`src/rtl/fb_scanout.sv`:
```
// fb_scanout: VGA-style scanout of a 2x-scaled, centred framebuffer image.
// Generates line/frame timing, issues framebuffer reads over rx/ry, realigns
// the sync/enable/window flags with the returned rc data, and owns the
// tear-free buffer swap point at the start of vertical blanking.
//
// Ports:
//   clk            pixel clock
//   rst            synchronous active-high reset
//   rx, ry         framebuffer read column/row (registered)
//   rc             framebuffer read data, READ_LATENCY clocks after the address
//   swap_req       level-sensitive swap request from the renderer
//   swap_ack       one-cycle pulse: swap taken
//   switch_buffers one-cycle pulse to the framebuffer bank toggle
//   frame_start    one-cycle pulse for counter position (0,0)
//   hsync, vsync   active-low syncs
//   de             data enable (visible area)
//   rgb            pixel colour {R4,G4,B4}
module fb_scanout #(
  parameter int unsigned H_ACTIVE     = 640,
  parameter int unsigned H_FP         = 16,
  parameter int unsigned H_SYNC       = 96,
  parameter int unsigned H_BP         = 48,
  parameter int unsigned V_ACTIVE     = 480,
  parameter int unsigned V_FP         = 10,
  parameter int unsigned V_SYNC       = 2,
  parameter int unsigned V_BP         = 33,
  parameter int unsigned FB_W         = 256,
  parameter int unsigned FB_H         = 128,
  parameter int unsigned SCALE_SHIFT  = 1,
  parameter int unsigned X_OFS        = 64,
  parameter int unsigned Y_OFS        = 112,
  parameter int unsigned READ_LATENCY = 4,
  parameter logic [11:0] BORDER_COLOR = 12'h000
) (
  input  logic        clk,
  input  logic        rst,
  output logic [7:0]  rx,
  output logic [7:0]  ry,
  input  logic [11:0] rc,
  input  logic        swap_req,
  output logic        swap_ack,
  output logic        switch_buffers,
  output logic        frame_start,
  output logic        hsync,
  output logic        vsync,
  output logic        de,
  output logic [11:0] rgb
);

  localparam int unsigned H_TOTAL = H_ACTIVE + H_FP + H_SYNC + H_BP;
  localparam int unsigned V_TOTAL = V_ACTIVE + V_FP + V_SYNC + V_BP;
  localparam int unsigned HW      = $clog2(H_TOTAL);
  localparam int unsigned VW      = $clog2(V_TOTAL);
  localparam int unsigned X_END   = X_OFS + (FB_W << SCALE_SHIFT);
  localparam int unsigned Y_END   = Y_OFS + (FB_H << SCALE_SHIFT);
  localparam int unsigned HS_BEG  = H_ACTIVE + H_FP;
  localparam int unsigned HS_END  = HS_BEG + H_SYNC;
  localparam int unsigned VS_BEG  = V_ACTIVE + V_FP;
  localparam int unsigned VS_END  = VS_BEG + V_SYNC;

  // Flag bit positions inside one alignment-pipeline stage.
  localparam int unsigned ST_HS  = 3;
  localparam int unsigned ST_VS  = 2;
  localparam int unsigned ST_ACT = 1;
  localparam int unsigned ST_WIN = 0;
  // Inactive stage value: syncs deasserted (high), not active, not in window.
  localparam logic [3:0] ST_IDLE = 4'b1100;

  logic [HW-1:0] hcnt_q, hcnt_d;
  logic [VW-1:0] vcnt_q, vcnt_d;
  logic [31:0]   h32, v32;
  logic          act, win, hs, vs;
  logic [7:0]    rx_q, rx_d, ry_q, ry_d;
  logic [3:0]    pipe_q [READ_LATENCY];
  logic [3:0]    stage_d, tail;
  logic          swap_q, swap_d;
  logic          frame_start_q, frame_start_d;
  logic          hsync_q, vsync_q, de_q;
  logic [11:0]   rgb_q, rgb_d;

  // Line and frame counters.
  always_comb begin
    hcnt_d = hcnt_q + HW'(1);
    vcnt_d = vcnt_q;
    if (hcnt_q == HW'(H_TOTAL - 1)) begin
      hcnt_d = '0;
      if (vcnt_q == VW'(V_TOTAL - 1)) vcnt_d = '0;
      else                            vcnt_d = vcnt_q + VW'(1);
    end
  end

  // Fetch stage: visibility, window test and framebuffer address.
  always_comb begin
    h32  = 32'(hcnt_q);
    v32  = 32'(vcnt_q);
    act  = (h32 < H_ACTIVE) && (v32 < V_ACTIVE);
    win  = act && (h32 >= X_OFS) && (h32 < X_END) && (v32 >= Y_OFS) && (v32 < Y_END);
    hs   = !((h32 >= HS_BEG) && (h32 < HS_END));
    vs   = !((v32 >= VS_BEG) && (v32 < VS_END));
    rx_d = '0;
    ry_d = '0;
    if (win) begin
      rx_d = 8'((h32 - X_OFS) >> SCALE_SHIFT);
      ry_d = 8'((v32 - Y_OFS) >> SCALE_SHIFT);
    end
    stage_d = {hs, vs, act, win};
  end

  // Swap point and frame marker come straight from the counters.
  always_comb begin
    swap_d        = (hcnt_q == '0) && (vcnt_q == VW'(V_ACTIVE)) && swap_req;
    frame_start_d = (hcnt_q == '0) && (vcnt_q == '0);
  end

  // Output colour from the flags that arrive together with rc.
  always_comb begin
    tail = pipe_q[READ_LATENCY-1];
    if (tail[ST_WIN])      rgb_d = rc;
    else if (tail[ST_ACT]) rgb_d = BORDER_COLOR;
    else                   rgb_d = 12'h000;
  end

  // State registers.
  always_ff @(posedge clk) begin
    if (rst) begin
      hcnt_q        <= '0;
      vcnt_q        <= '0;
      rx_q          <= '0;
      ry_q          <= '0;
      swap_q        <= 1'b0;
      frame_start_q <= 1'b0;
      hsync_q       <= 1'b1;
      vsync_q       <= 1'b1;
      de_q          <= 1'b0;
      rgb_q         <= '0;
      for (int i = 0; i < READ_LATENCY; i++) pipe_q[i] <= ST_IDLE;
    end else begin
      hcnt_q        <= hcnt_d;
      vcnt_q        <= vcnt_d;
      rx_q          <= rx_d;
      ry_q          <= ry_d;
      swap_q        <= swap_d;
      frame_start_q <= frame_start_d;
      hsync_q       <= tail[ST_HS];
      vsync_q       <= tail[ST_VS];
      de_q          <= tail[ST_ACT];
      rgb_q         <= rgb_d;
      pipe_q[0]     <= stage_d;
      for (int i = 1; i < READ_LATENCY; i++) pipe_q[i] <= pipe_q[i-1];
    end
  end

  assign rx             = rx_q;
  assign ry             = ry_q;
  assign swap_ack       = swap_q;
  assign switch_buffers = swap_q;
  assign frame_start    = frame_start_q;
  assign hsync          = hsync_q;
  assign vsync          = vsync_q;
  assign de             = de_q;
  assign rgb            = rgb_q;

endmodule

```
`config.mk`:
```
export PLATFORM = sky130hd
export DESIGN_NAME = fb_scanout
export DESIGN_NICKNAME = d
export VERILOG_FILES = /design/src/rtl/fb_scanout.sv
export SDC_FILE = /design/constraint.sdc
export NUM_CORES = 1
export LEC_CHECK = 0
export CAP_MARGIN = 20
export CORE_ASPECT_RATIO = 1.1
export CORE_MARGIN = 3
export CORE_UTILIZATION = 50
export CTS_CLUSTER_DIAMETER = 30
export DETAILED_ROUTE_END_ITERATION = 7
export GPL_TIMING_DRIVEN = 0
export PLACE_DENSITY = 0.77
export SYNTH_ARGS = -nofsm -noshare
export SYNTH_HDL_FRONTEND = slang
export SYNTH_SLANG_ARGS = --single-unit
export TNS_END_PERCENT = 30
```
`constraint.sdc`:
```
create_clock -name clk -period 2.4 [get_ports clk]
set_input_delay 0.48 -clock clk [delete_from_list [all_inputs] [get_ports clk]]
set_output_delay 0.48 -clock clk [all_outputs]
set_load 0.02 [all_outputs]
```
After elaboration in Yosys (flattened, before gate mapping)
Memory sizes are Yosys's and may differ from the RTL's.
Index checks and enable logic that the tools add are counted.
W data, S select, Z words.
{"block": "classes", "bitwise": 6, "n_addsub": 4, "n_reduce_logical": 17, "n_eq_ne": 3, "magnitude_cmp": 10, "n_mux": 8}
{"cell": "$lt A10 B10 Y1 const B", "count": 3}
{"cell": "$lt A10 B9 Y1 const B", "count": 3}
{"cell": "$add A10 B1 Y10 const B", "count": 2}
{"cell": "$eq A10 B10 Y1 const B", "count": 2}
{"cell": "$ge A10 B7 Y1 const B", "count": 2}
{"cell": "$logic_not A10 Y1", "count": 2}
{"cell": "$sub A9 B7 Y9 const B", "count": 2}
{"cell": "$mux W4", "count": 4}
{"cell": "$eq A10 B9 Y1 const B", "count": 1}
{"cell": "$ge A10 B10 Y1 const B", "count": 1}
{"cell": "$ge A10 B9 Y1 const B", "count": 1}
{"cell": "$logic_and A1 B1 Y1", "count": 10}
{"cell": "$mux W10", "count": 1}
{"cell": "$reduce_or A2 Y1", "count": 3}
{"cell": "$or A1 B1 Y1", "count": 4}
{"cell": "$mux W1", "count": 3}
{"cell": "$logic_not A1 Y1", "count": 2}
{"cell": "$not A1 Y1", "count": 2}
{"block": "word_totals", "wordCells": 59, "memories": 1, "register_bits": 53, "inputBits": 15, "ramBits": 16}
{"memory": "pipe_q", "words": 4, "width": 4, "rd": 4, "rd_clocked_by_memory_dff": 0, "wr": 4, "line_no": "74", "source": "logic [3:0] pipe_q [READ_LATENCY];"}

Logic depth before layout (Yosys ltp)
Gate-level depths: netlist of the first run.
{"block": "depth", "word_depth": 8, "depth_mapped": 8, "mapped_depth_nobuf": 6}

Worst setup path before layout of the first run
No wires, ideal clock.
{"block": "synth_timing", "path_kind": "reg2reg", "start": "register hcnt_q[6]", "end": "register vcnt_q[9]", "slack_ns": 0.680, "required_time_ns": 2.328, "stages_incl_launch_ff": 8, "period_less_slack_ns": 1.720, "setup_time_ns": 0.072, "t_arrival_ns": 1.649, "cell_sequence": "dfxtp_1 > inv_1 > ha_1 > nand4_1 > or2_1 > clkbuf_1 > nor3_2 > mux2i_1"}
{"block": "synth_via", "elab_chain_len": 1}
{"item": "from (decl)", "line_no": "69", "source": "logic [HW-1:0] hcnt_q, hcnt_d;"}
{"item": "from (signal assigned)", "line_no": "138", "source": "hcnt_q <= hcnt_d;"}
{"item": "$eq A10 B10 Y1", "line_no": "85", "source": "if (hcnt_q == HW'(H_TOTAL - 1)) begin"}
{"item": "to (signal assigned)", "line_no": "139", "source": "vcnt_q <= vcnt_d;"}
{"item": "to (decl)", "line_no": "70", "source": "logic [VW-1:0] vcnt_q, vcnt_d;"}
No other way between the ends.
A chain may end at the register's enable or synchronous reset.

Final worst setup path of the first run
{"block": "layout_timing", "start": "register hcnt_q[6]", "end": "register vcnt_q[5]"}
Same word-level chain as after synthesis.

==> reports/qor.yml, run 1 <==
status: "complete, no violations"
worstPathBufferInverterCount: 2
cts_max_level: 3
async_reset_ff_share_pct: 0
path_class: "reg -> reg"
p_int_w: 0.00180
synthDistinctLibCells: 40
tightest_slew_ps: 535
final-setup-viol-count: 0
grt_max_degree: 13
grt_overflow_total: 0
synth_compound_area_share_pct: 3.55
syn_area_mm2: 0.00257
synth_xor_area_share_pct: 6.13
r2r-end: "vcnt_q[5]"
grtUsageTotal_pct: 17.4
drive_gt1_share_pct: 12.0
dp_hpwl_um: 3300
slowest_delay_ps: 370
cp.depth: 7
drc: 0
fin_nets: 337
yosys_most_used_dff: "dfxtp_1"
r2r_setup_slack_ps: 350
dr.pass1.iters: 4
nFillCells: 383
p_switching_w: 0.000463
tns_ps: 0
pwr-share-clk_pct: 45.8
vias: 1843
ys_seq_area_share_pct: 53.7
n_antenna_cell: 0
min_path_type: "reg -> reg"
r2r_start: "hcnt_q[6]"
crit_family: "simple AND/OR/NAND/NOR gates"
register_area_mm2: 0.00138
arrival_ps: 2260
muxShareOfSynthArea_pct: 0.389
syn_to_final_growth_pct: 29.7
synth_largest_area_cell: "dfxtp_1"
rows: 26
cts_setup_buffers: 0
netSwitchingFraction_pct: 20.4
cts_made_buffers: 9
drt_iter0_drc: 66
drt-vias-per-instance: 4.95
synth_top_family_by_area: "simple AND/OR/NAND/NOR gates"
cp.required_ps: 2620
routed_wl_um: 4740
ys_ff_latch: 69
p_per_area_mw_per_mm2: 679
synth_cells: 253
cp_cell_sequence: "inv_1, ha_1, nand4_1, or2_1, clkbuf_1, o21bai_2, nor2_1"
critPathLaunchType: "flop"
yosysMostFrequentCell: "dfxtp_1"
fin_hold_ws_ps: 411
combPwrFrac_pct: 3.0
crit_start: "hcnt_q[6]"
place_congestion: 0.821
drv_cap: 0
cts_tree: "built"
cts_buffer_depth: 2
synth_commonest_cells: "dfxtp_1 (69), and2_1 (27), nor2_1 (24), xnor2_1 (14)"
min_period_ps: 2050
fin_cells: 372
crit_slowest_cell: "dfxtp_1"
yosys_warnings: 0
slew_viol_final: 0
initial_core_util_pct: 53.4
clock-sinks: 69
ir_drop_v: 0.000290
worst-path-max-fanout: 9
hold_buffers: 0
core_mm2: 0.00481
die_x_um: 74.4
post-place-cells: 356
finalCritPeriodShare_pct: 85.3
synth-simple-area-share_pct: 26.1
die_h_um: 81.2
syn_nets: 279
routedWlPerCell_um: 12.8
rr_worst_depth: 7
leakage_nw: 1.26
grt_pass1_wl_um: 7980
die_area_mm2: 0.00604
synth_edf_count: 0
port_buffers: 47
end_kind: "flop"
insertion_delay_ps: 330
multi_input_area_mm2: 0.00107
fin_skew_ps: 4.29
hold_viol: 0
share_seq_of_total_power_pct: 51.2
synth_top_area_share_pct: 53.7
cts.clk_slew.worst_paths_ps: 70
grt_pass1_vias: 1735
antenna_found_initial: 0
pin_count: 49
cts_resized: 0
relSlewSlack_pct: 64.3
rsz0062_at_grt: "no"
fmax_mhz: 489
worstSetupEndpoint: "vcnt_q[5]"
syn_area_per_cell_um2: 10.2
synth_adder_area_share_pct: 5.35
synth.area.top_cells: "dfxtp_1 (54%), and2_1 (6.6%), ha_1 (5.4%), xnor2_1 (4.8%), nor2_1 (3.5%)"
antenna_left: 0
clock-root-buffer: "clkbuf_8"
[layout make-up]
class	instances	share of cell area, %
buffer	14	2.36
clock buffer	10	4.12
clock inverter	6	2.59
inverter	11	1.24
multi-input combinational	159	32.1
sequential	69	41.4
tap	56	2.10
timing repair buffer	47	14.1
[cells in the final DEF, fill, tap and decap left out, drive strengths merged, types with 2 or more instances in the layout]
cell,n
a21oi,4
and2,27
buf,9
bufinv,2
clkbuf,15
clkdlybuf4s50,47
clkinv,3
dfxtp,69
ha,11
inv,11
nand2,7
nand2b,3
nand3,9
nand4,6
nor2,24
nor2b,10
nor3,6
nor3b,2
nor4,4
nor4b,3
o21a,2
or2,10
xnor2,14
xor2,4
[power by group through the flow]
stage	logic, W	registers (W)	clock network (W)
after global placement	0.0000674	0.00119	0
after floorplan	0.0000299	0.00119	0
after detailed placement	0.0000692	0.00119	0
after global routing	0.0000762	0.00116	0.00110
final	0.0000690	0.00116	0.00104
after CTS	0.0000698	0.00116	0.00106
[worst register-to-register path, stage by stage (launching register included)]
cell and delay (ps):
dfxtp_1 370, inv_1 120, ha_1 210, nand4_1 330
or2_1 330, clkbuf_1 170, o21bai_2 310, nor2_1 90
[worst min path at each step]
stage / startpoint / cells after the start / to
final: pipe_q[0][3] / 1 / pipe_q[0][7]
after global routing: pipe_q[0][10] / 1 / pipe_q[0][14]
after CTS: pipe_q[0][10] / 1 / pipe_q[0][14]
after detailed placement: pipe_q[0][3] / 1 / pipe_q[0][7]
after global placement: pipe_q[0][14] / 1 / vsync
after floorplan: pipe_q[0][15] / 1 / hsync
[logic make-up after synthesis]
logic type,count (synthesis)
AND/OR/NAND/NOR,115
flip-flops,69
AO/OA/AOI/OAI,13
other,1
XOR/XNOR,18
adder cells (fa/ha/maj),11
buffers and inverters,25
multiplexers,1
[flip-flops by register name, indices dropped and copies added (netlist names)]
signal       flops
vsync            1
hsync            1
de               1
pipe_q          16
ry               8
swap_ack         1
rx               8
vcnt_q          10
rgb             12
frame_start      1
hcnt_q          10
[layer usage]
metal  routed length (um)  GRT usage, %
met1                 2150          20.9
met2                 2250          28.9
met3                  226          3.59
met4                  118          9.43
met5                    0             0
[through the flow]
step	worst slack [ps]	util [%]	instance area, um2	power (W)
after floorplan	680	-	2570	0.00122
after global placement	342	64.7	3110	0.00125
after detailed placement	316	64.7	3110	0.00126
after CTS	306	69.3	3340	0.00229
after global routing	95.9	69.3	3340	0.00234
final	353	69.3	3340	0.00227
Note: power is estimated with default switching activity, not from simulation.
==> inputs of run 2 (changes only) <==
- CORE_UTILIZATION: 50 -> 24
- PLACE_DENSITY: 0.77 -> 0.43
==> run 2 against run 1 <==
Worst hold slack got worse by 5.3 ps. Final cell count grew 24%. Critical path depth is 1 lower. Global-route usage down 8.0 points. Largest power group is now clock.
==> reports/qor.yml, run 2 (synthesis gave the netlist of run 1 again) <==
clock-root-buffer: "clkbuf_16"  # was clkbuf_8
clock-sinks: 69  # unchanged
antenna_left: 0  # unchanged
final_cell_mix: "dfxtp_1 (69), clkdlybuf4s50_1 (47), and2_1 (27)"  # unchanged
grtUsageTotal_pct: 9.43  # was 17.4%
cp_cell_sequence: "ha_1, nand4b_1, or2_1, clkbuf_1, o21bai_2, nor2_1"  # was inv_1, ha_1, nand4_1, or2_1, clkbuf_1, o21bai_2, nor2_1
netSwitchingFraction_pct: 18.5  # was 20.4%
combPwrFrac_pct: 2.4  # was 3.0%
relSlewSlack_pct: 65.6  # was 64.3%
grt_pass1_wl_um: 8910  # was 7980 um
drv_cap: 0  # unchanged
power_w: 0.00287  # was 0.00227 W
end_kind: "flop"  # unchanged
fmax_mhz: 485  # was 489 MHz
hold_buffers: 0  # unchanged
cp.depth: 6  # was 7
slew_viol_final: 0  # unchanged
p_per_area_mw_per_mm2: 797  # was 679 mW/mm2
r2r_setup_slack_ps: 340  # was 350 ps
worstPathBufferInverterCount: 1  # was 2
r2r-end: "vcnt_q[7]"  # was vcnt_q[5]
grt_overflow_total: 0  # unchanged
routed_wl_um: 5270  # was 4740 um
port_buffers: 47  # unchanged
min_period_ps: 2060  # was 2050 ps
initial_core_util_pct: 24.6  # was 53.4%
status: "complete, no violations"  # unchanged
r2r_start: "hcnt_q[0]"  # was hcnt_q[6]
ir_drop_v: 0.000342  # was 0.000290 V
rr_worst_depth: 6  # was 7
min_path_type: "reg -> reg"  # unchanged
cts_tree: "built"  # unchanged
finalCritPeriodShare_pct: 86.0  # was 85.3%
tightest_slew_ps: 516  # was 535 ps
largest_reg_flops: 16  # unchanged
insertion_delay_ps: 330  # about the same
arrival_ps: 2270  # was 2260 ps
drt_iter0_drc: 106  # was 66
crit_start: "hcnt_q[0]"  # was hcnt_q[6]
cts_made_buffers: 9  # unchanged
die_x_um: 105  # was 74.4 um
path_class: "reg -> reg"  # unchanged
drc: 0  # unchanged
core_mm2: 0.0104  # was 0.00481 mm2
fin_cells: 460  # was 372
drive_gt1_share_pct: 12.3  # was 12.0%
cts_resized: 0  # unchanged
crit_family: "simple AND/OR/NAND/NOR gates"  # unchanged
final-setup-viol-count: 0  # unchanged
tns_ps: 0  # unchanged
layout_commonest_cell: "dfxtp_1"  # unchanged
dr.pass1.iters: 4  # unchanged
top_register: "pipe_q"  # unchanged
nFillCells: 1109  # was 383
dp_hpwl_um: 3680  # was 3300 um
critPathLaunchType: "flop"  # unchanged
grt_max_degree: 13  # unchanged
grt_pass1_vias: 1796  # was 1,735
slowest_delay_ps: 400  # was 370 ps
p_switching_w: 0.000531  # was 0.000463 W
worstSetupEndpoint: "vcnt_q[7]"  # was vcnt_q[5]
share_seq_of_total_power_pct: 40.4  # was 51.2%
rsz0062_at_grt: "no"  # unchanged
cp.required_ps: 2610  # was 2620 ps
cts_buffer_depth: 2  # unchanged
fin_skew_ps: 5.27  # was 4.29 ps
rows: 39  # was 26
routedWlPerCell_um: 11.5  # was 12.8 um
leakage_nw: 1.34  # was 1.26 nW
pwr-share-clk_pct: 57.2  # was 45.8%
cts_max_level: 3  # unchanged
pin_count: 49  # unchanged
antenna_found_initial: 0  # unchanged
drt-vias-per-instance: 3.94  # was 4.95
post-place-cells: 443  # was 356
die_area_mm2: 0.0120  # was 0.00604 mm2
place_congestion: 0.735  # was 0.821
p_int_w: 0.00234  # was 0.00180 W
cts.clk_slew.worst_paths_ps: 60  # was 70 ps
fin_nets: 338  # was 337
hold_viol: 0  # unchanged
n_antenna_cell: 0  # unchanged
vias: 1814  # was 1,843
die_h_um: 115  # was 81.2 um
syn_to_final_growth_pct: 40.0  # was 29.7%
crit_slowest_cell: "dfxtp_1"  # unchanged
worst-path-max-fanout: 9  # unchanged
[run 2: cell count changes in the layout (fill, tap and decap cells not counted), sizes merged]
cell / before / now
clkinv: 3 / 2
buf: 9 / 10
clkinvlp: 1 / 0
bufinv: 2 / 4
[run 2: power groups by stage]
stage	registers [W]	clock network, W	logic [W]
detailed placement	0.00119	0	0.0000711
global placement	0.00119	0	0.0000708
floorplan	0.00119	0	0.0000299
global route	0.00116	0.00173	0.0000783
finish	0.00116	0.00164	0.0000696
CTS	0.00116	0.00167	0.0000714
[run 2: per-stage QoR]
| stage | util [%] | cell area, um2 | setup WS (ps) | hold slack, ps |
|---|---|---|---|---|
| after global routing | 34.5 | 3600 | 52.6 | 415 |
| after global placement | 30.9 | 3220 | 214 | 392 |
| after detailed placement | 30.9 | 3220 | 247 | 395 |
| after CTS | 34.4 | 3590 | 234 | 407 |
| after floorplan | - | 2570 | 680 | 389 |
| final | 34.5 | 3600 | 337 | 405 |
[run 2: worst min-delay path by stage]
stage	end	depth (start not counted)	from
global route	pipe_q[0][11]	1	pipe_q[0][7]
floorplan	hsync	1	pipe_q[0][15]
detailed placement	vsync	1	pipe_q[0][14]
global placement	pipe_q[0][7]	1	pipe_q[0][3]
CTS	vsync	1	pipe_q[0][14]
finish	vsync	1	pipe_q[0][14]
[run 2: cell type report]
type / instances / area, um2 / share of cell area, %
buffer: 14 / 78.8 / 2.19
clock buffer: 10 / 239 / 6.63
clock inverter: 6 / 134 / 3.72
inverter: 11 / 41.3 / 1.15
multi-input combinational: 159 / 1070 / 29.7
sequential: 69 / 1380 / 38.3
tap: 143 / 179 / 4.97
timing repair buffer: 48 / 478 / 13.3
[run 2: metal layers]
layer | up-vias | global-route usage (%) | part of all wire (%)
li1 | 941 | - | -
met1 | 823 | 11.9 | 51
met2 | 46 | 14.7 | 43
met3 | 4 | 2.93 | 5.5
met4 | 0 | 4.46 | 0.68
met5 | - | 0 | 0
[run 2: what timing repair did]
| action | 4_1_cts | 5_1_grt |
|---|---|---|
| buffers inserted | 0 | 1 |
| setup endpoints to repair | 0 | 3 |
| hold endpoints to repair | 0 | 0 |
[run 2: worst register-to-register path, delay by kind of cell, from the launching register on]
family / cells / cell delay [ps]
buffers and inverters: 1 / 180
DFF: 1 / 400
AOI/OAI and AO/OA: 1 / 350
and+or+nand+nor: 3 / 790
adders and majority gates: 1 / 230
==> inputs of run 3 (changes only) <==
- PLACE_DENSITY: 0.43 -> 0.45
- clock period: 2.4 -> 1.7 ns (I/O delays scaled with it)
==> run 3 against run 2 <==
Global-route usage up 0.36 points. Flip-flop and latch count unchanged. Register-to-register slack got worse by 310 ps. Total power increased by 30%. Combinational power rose by 40%. Worst setup slack worse by 310 ps. Utilization increased by 1.4 points. Count of clock-buffer cells in the layout down 1. First-iteration DRC count is 7.5% higher. Non-clock buffer count up 6. Clock skew rose by 5.2 ps. Sequential share of layout area shrank 0.89 points. Critical endpoint is now ry[6].
==> reports/qor.yml, run 3 (synthesis gave the netlist of run 1 again) <==
status: "complete, no violations"  # unchanged
grt_overflow_total: 0  # unchanged
port_buffers: 47  # unchanged
final_cell_mix: "dfxtp_1 (60), clkdlybuf4s50_1 (46), and2_1 (24), nor2_1 (24), buf_4 (15)"  # was dfxtp_1 (69), clkdlybuf4s50_1 (47), and2_1 (27)
p_per_area_mw_per_mm2: 999  # was 797 mW/mm2
rsz0062_at_grt: "yes"  # was no
critPathLaunchType: "flop"  # unchanged
fin_skew_ps: 10.4  # was 5.27 ps
die_x_um: 105  # unchanged
top_register: "pipe_q"  # unchanged
min_to: "de"  # was vsync
min-delay-start: "rst"  # was pipe_q[0][14]
fin_nets: 344  # was 338
largest_reg_flops: 16  # unchanged
worstHoldPathCells: 2  # was 1
tightest_slew_ps: 530  # was 516 ps
routed_wl_um: 5560  # was 5270 um
pin_count: 49  # unchanged
fmax_mhz: 597  # was 485 MHz
drv_cap: 0  # unchanged
die_area_mm2: 0.0120  # unchanged
slowest_delay_ps: 390  # was 400 ps
power_w: 0.00374  # was 0.00287 W
cts_buffer_depth: 2  # unchanged
drt-vias-per-instance: 3.95  # was 3.94
finalCritPeriodShare_pct: 98.6  # was 86.0%
end_kind: "flop"  # unchanged
core_mm2: 0.0104  # unchanged
syn_to_final_growth_pct: 45.6  # was 40.0%
cts_tree: "built"  # unchanged
grtUsageTotal_pct: 9.79  # was 9.43%
dr.pass1.iters: 4  # unchanged
r2r_start: "vcnt_q[7]"  # was hcnt_q[0]
cts.clk_slew.worst_paths_ps: 60  # about the same
die_h_um: 115  # unchanged
drc: 0  # unchanged
ir_drop_v: 0.000471  # was 0.000342 V
cts_made_buffers: 9  # unchanged
relSlewSlack_pct: 64.6  # was 65.6%
cp_cell_sequence: "and3_4, a211o_1, nor4b_4, buf_4, and2_1"  # was ha_1, nand4b_1, or2_1, clkbuf_1, o21bai_2, nor2_1
cts_max_level: 3  # unchanged
worst-path-max-fanout: 6  # was 9
antenna_left: 0  # unchanged
leakage_nw: 1.38  # was 1.34 nW
path_class: "reg -> reg"  # unchanged
clock-sinks: 69  # unchanged
drive_gt1_share_pct: 22.9  # was 12.3%
vias: 1843  # was 1,814
r2r_setup_slack_ps: 20  # was 340 ps
rr_worst_depth: 5  # was 6
tns_ps: 0  # unchanged
cp.required_ps: 1970  # was 2610 ps
initial_core_util_pct: 24.6  # unchanged
r2r-end: "ry[6]"  # was vcnt_q[7]
layout_commonest_cell: "dfxtp_1"  # unchanged
final-setup-viol-count: 0  # unchanged
place_congestion: 0.709  # was 0.735
clock-root-buffer: "clkbuf_16"  # unchanged
min_period_ps: 1680  # was 2060 ps
insertion_delay_ps: 330  # about the same
arrival_ps: 1950  # was 2270 ps
grt_pass1_wl_um: 9120  # was 8910 um
n_antenna_cell: 0  # unchanged
dp_hpwl_um: 3680  # about the same
drt_iter0_drc: 114  # was 106
hold_viol: 0  # unchanged
crit_slowest_cell: "dfxtp_1"  # unchanged
grt_max_degree: 14  # was 13
grt_pass1_vias: 1743  # was 1,796
post-place-ws_ps: -453  # was 247 ps
setup_ws_ps: 24.6  # was 337 ps
crit_start: "vcnt_q[7]"  # was hcnt_q[0]
min_path_type: "in -> reg"  # was reg -> reg
slew_viol_final: 0  # unchanged
routedWlPerCell_um: 11.9  # was 11.5 um
rows: 39  # unchanged
antenna_found_initial: 0  # unchanged
[run 3: cell count changes in the layout (fill, tap and decap cells not counted), sizes merged]
cell	previous run	this run
buf	10	18
clkinvlp	0	4
bufinv	4	2
clkbuf	15	13
clkinv	2	0
clkdlybuf4s50	47	46
inv	11	12
[run 3: cell type report]
type	count	area (um2)
clock inverters	7	98.8
well taps	143	179
flip-flops and latches	69	1400
clock buffers	9	225
inverters	11	41.3
plain buffers	8	43.8
multi-input cells	159	1190
fillers	1087	6700
repair buffers	60	566
[run 3: per-stage QoR]
| step | hold WS [ps] | utilization (%) | instance area, um2 | instances |
|---|---|---|---|---|
| 2_1_floorplan | 389 | - | 2570 | 253 |
| 3_3_place_gp | 392 | 30.9 | 3220 | 443 |
| 3_5_place_dp | 396 | 30.9 | 3220 | 443 |
| 4_1_cts | 402 | 34.7 | 3620 | 463 |
| 5_1_grt | 419 | 35.9 | 3740 | 466 |
| 6_report | 399 | 35.9 | 3740 | 466 |
[run 3: where the power goes]
part	internal [W]	leakage [nW]	switching, W
logic	0.0000545	0.674	0.0000432
clock network	0.00129	0.144	0.000719
registers	0.00163	0.564	0.0000111
total	0.00297	1.38	0.000773
[run 3: per-layer routing]
layer	track usage [%]	up-vias	routed length, um	share of wire [%]
met5	0	-	0	0
met4	3.41	0	43	0.77
met3	4.34	4	307	5.5
met2	14.0	54	2410	43
met1	13.1	836	2800	50
li1	-	949	-	-
[run 3: worst max path at each step]
stage | to | slack, ps | cells after the start
floorplan | vcnt_q[9] | 4 | 7
global placement | vcnt_q[6] | -460 | 7
detailed placement | vcnt_q[6] | -450 | 7
CTS | rx[5] | -10 | 6
global route | rx[1] | -70 | 6
finish | ry[6] | 20 | 5
[run 3: repair_timing]
action	4_1_cts	5_1_grt
resized for setup	11	28
pin swaps	4	8
cloned	0	1
setup buffers	5	7
endpoints found under the setup margin	35	34
hold buffers	0	0
[run 3: worst max-delay path: cells and delay by family (launching register included)]
family | cells | cell delay, ps
buffers and inverters | 1 | 210
flip-flops | 1 | 390
AND/OR/NAND/NOR | 3 | 720
AO/OA/AOI/OAI | 1 | 300
==> edit, RTL diff (flow settings as in run 2) <==
`H_SYNC`: 96 -> 192.
--- a/src/rtl/fb_scanout.sv
+++ b/src/rtl/fb_scanout.sv
@@ -20,3 +20,3 @@
   parameter int unsigned H_FP         = 16,
-  parameter int unsigned H_SYNC       = 96,
+  parameter int unsigned H_SYNC       = 192,
   parameter int unsigned H_BP         = 48,
Function: same outputs for any inputs over 10 cycles, from zero or initial values and one cycle with rst high; that may be too few to reach the edited logic, so the function may still have changed.
==> edit against run 2 <==
- critical path depth increased by 1
- non-clock buffer count increased by 2
- final area shrank 3.8%
- worst setup slack better by 29 ps
- sequential cell count did not move
- count of clock-buffer cells in the layout up 1
- sequential power barely moved
- total power decreased by 15%
- die area decreased by 1.4%
- routed wire length grew 2.0%
- clock power down 27%
- area after synthesis decreased by 1.5%
- critical path type unchanged
- largest cell class unchanged
==> edit: results (changes against run 2) <==
Routing:
- The average vias per placed instance is 4.006 (+1.6%).
- The initial detailed-routing violation count was 93 (-12%).
- The first-pass iteration count of the detailed router is 4 (unchanged).
- The final wirelength came to 5.374 mm (+2.0%).
- The average routed wire per standard cell is 11.61 um (+1.3%).

Final layout:
- The net count reported at finish was 344 (+1.8%).
- The fraction of final layout cells with drive strength greater than 1 is 0.1084 (-0.01467).
- The number of flip-flops under the largest register name was 16 (unchanged).
- The count of antenna diodes in the layout was 0 (unchanged).
- The number of inserted filler cells in the final layout is 1065 (-4.0%).
- The register with the most flip-flops in the final layout is pipe_q.

Worst setup path:
- The endpoint arrival time on the critical path is 2320 ps (+50 ps).
- The worst setup slack for register-to-register paths is 370 ps (+30 ps).
- The stage delay of the slowest cell on the critical path came to 530 ps (+130 ps).
- The slowest stage of the critical path belongs to the cell or4_1.
- The critical setup path kind is flip-flop to flip-flop.
- The worst reg2reg path depth is 7 (+1).
- The origin of the critical flop-to-flop path is vcnt_q[5].
- The biggest fanout along the worst timing path is 9 (unchanged).
- The endpoint identified for the worst register-to-register timing path is ry[4].
- The kind of cell adding the most delay to the critical path is simple AND/OR/NAND/NOR gates.

Placed design:
- The pre-CTS worst setup slack is -60.08 ps (-307.0 ps).
- The half-perimeter wire length after placement came to 3.627 mm (-1.4%).
- The count of placed standard cells including taps is 445 (+0.45%).
- The cell area reported after detailed placement is 3191 sq um (-0.97%).
- The port buffer count is 48 (+2.1%).
- The final RePlAce weighted congestion is 0.8042 (+9.5%).

STA:
- The worst relative slew slack is 0.6592 (+0.003098).
- The worst clock skew was 9.401 ps (+4.135 ps).
- The final critical delay including setup and external delays is 2034 ps (-28.82 ps).

Power:
- The worst vdd rail ir drop came to 248.1 uV (-27%).
- The static leakage is 0.001272 uW (-4.8%).

Global route:
- The initial antenna violation count is 0 (unchanged).
- The via count of the first global-routing pass is 1802 (+0.33%).
- The maximum number of pins on one net before global-route repair was 13 (unchanged).
- The global-route congestion overflow total was 0 (unchanged).
- The global routing usage summed across all routing layers was 0.09542 (+0.001153).
- The first-pass GRT wire length came to 8.763 mm (-1.7%).

Synthesis:
- The average cell area after synthesis is 9.864 sq um (-3.0%).
- The share of flip-flops with an asynchronous set or reset after synthesis was 0 (unchanged).
- The unique cell type count in the Yosys netlist is 39 (-2.5%).
- The sequential area share after synthesis was 0.5449 (+0.007951).
- The number of warnings printed during yosys synthesis is 0 (unchanged).
- In the synthesized netlist, the cells that appear most often are dfxtp_1 (69), nor2_1 (29), and2_1 (19).
- The post-synthesis net count came to 283 (+1.4%).
- Sorting the synthesized cells by area gives the leading types as dfxtp_1 (54%), ha_1 (5.4%), and2_1 (4.7%).

Clocking:
- The maximum buffer depth of the clock tree came to 2 (unchanged).
- The clock slew seen by the registers of the worst setup and hold paths is 70 ps.
- The number of CTS-inserted buffers is 9 (unchanged).
- The cell chosen for the clock root is clkbuf_8.
- The worst-skew pair later-pin latency is 350 ps (+20 ps).
- The number of H-tree levels came to 3 (unchanged).

Run status:
- The run finished with clean final reports.

Min path:
- The path class of the tightest hold or removal check is flip-flop to flip-flop.
-- edit: cell count changes in the layout (fill, tap and decap cells not counted), sizes merged, moves of 2 or more --
cell,before,now
clkbuf,15,21
nor3,6,8
nand3,9,13
buf,10,6
nor4b,3,0
nor2,24,29
nor2b,10,8
and2,27,19
nand2b,3,5
nand4,6,4
or4,1,3
-- edit: kinds of logic (layout without fill, tap and decap cells) --
group                    Yosys count  after routing  share of synthesized area
other                              1              1                   0.001479
flip-flops                        69             69                     0.5449
XOR/XNOR                          18             18                    0.06219
AND/OR/NAND/NOR                  118            118                     0.2547
adder cells (fa/ha/maj)           11             11                    0.05429
multiplexers                       1              1                   0.003949
AO/OA/AOI/OAI                     13             13                    0.03159
buffers and inverters             26             92                    0.04689
-- edit: how the worst min path moves through the flow --
stage,from,endpoint,slack (ps),depth (start not counted)
after floorplan,pipe_q[0][15],hsync,390,1
after global routing,pipe_q[0][14],vsync,420,1
after CTS,pipe_q[0][15],hsync,410,1
after detailed placement,pipe_q[0][15],hsync,390,1
after global placement,pipe_q[0][11],pipe_q[0][15],390,1
final,pipe_q[0][14],vsync,410,1
-- edit: cell type report --
type,count,area share
Buffer,14,0.01985
Clock buffer,11,0.04367
Clock inverter,5,0.03067
Inverter,12,0.01444
Multi-Input combinational cell,162,0.2995
Sequential cell,69,0.3984
Tap cell,140,0.05052
Timing Repair Buffer,50,0.1429
-- edit: timing repair --
| item | CTS | global route |
|---|---|---|
| resized for setup | 1 | 0 |
| hold endpoints to repair | 0 | 0 |
| endpoints found under the setup margin | 7 | 16 |
| buffers inserted | 0 | 2 |
| pin swaps | 0 | 1 |
| cloned | 0 | 0 |
-- edit: power by group --
group | switching [uW] | internal, uW | total, uW
Sequential | 5.49 | 1150 | 1160
Combinational | 32.7 | 38.6 | 71.2
Clock | 455 | 749 | 1200
-- edit: metrics by stage --
step                      utilization  hold slack, ps
final                          0.3440           409.4
after global routing           0.3440           423.5
after CTS                      0.3425           411.2
after detailed placement       0.3165           393.6
after global placement         0.3165           392.7
after floorplan                     -           389.5
-- edit: per-layer routing --
metal | wire length (um) | up-vias | share of wire | track usage
li1 | - | 954 | - | -
met1 | 2591 | 846 | 0.48 | 0.1184
met2 | 2403 | 44 | 0.45 | 0.1465
met3 | 254 | 11 | 0.047 | 0.02943
met4 | 124 | 0 | 0.023 | 0.05674
met5 | 0 | - | 0 | 0
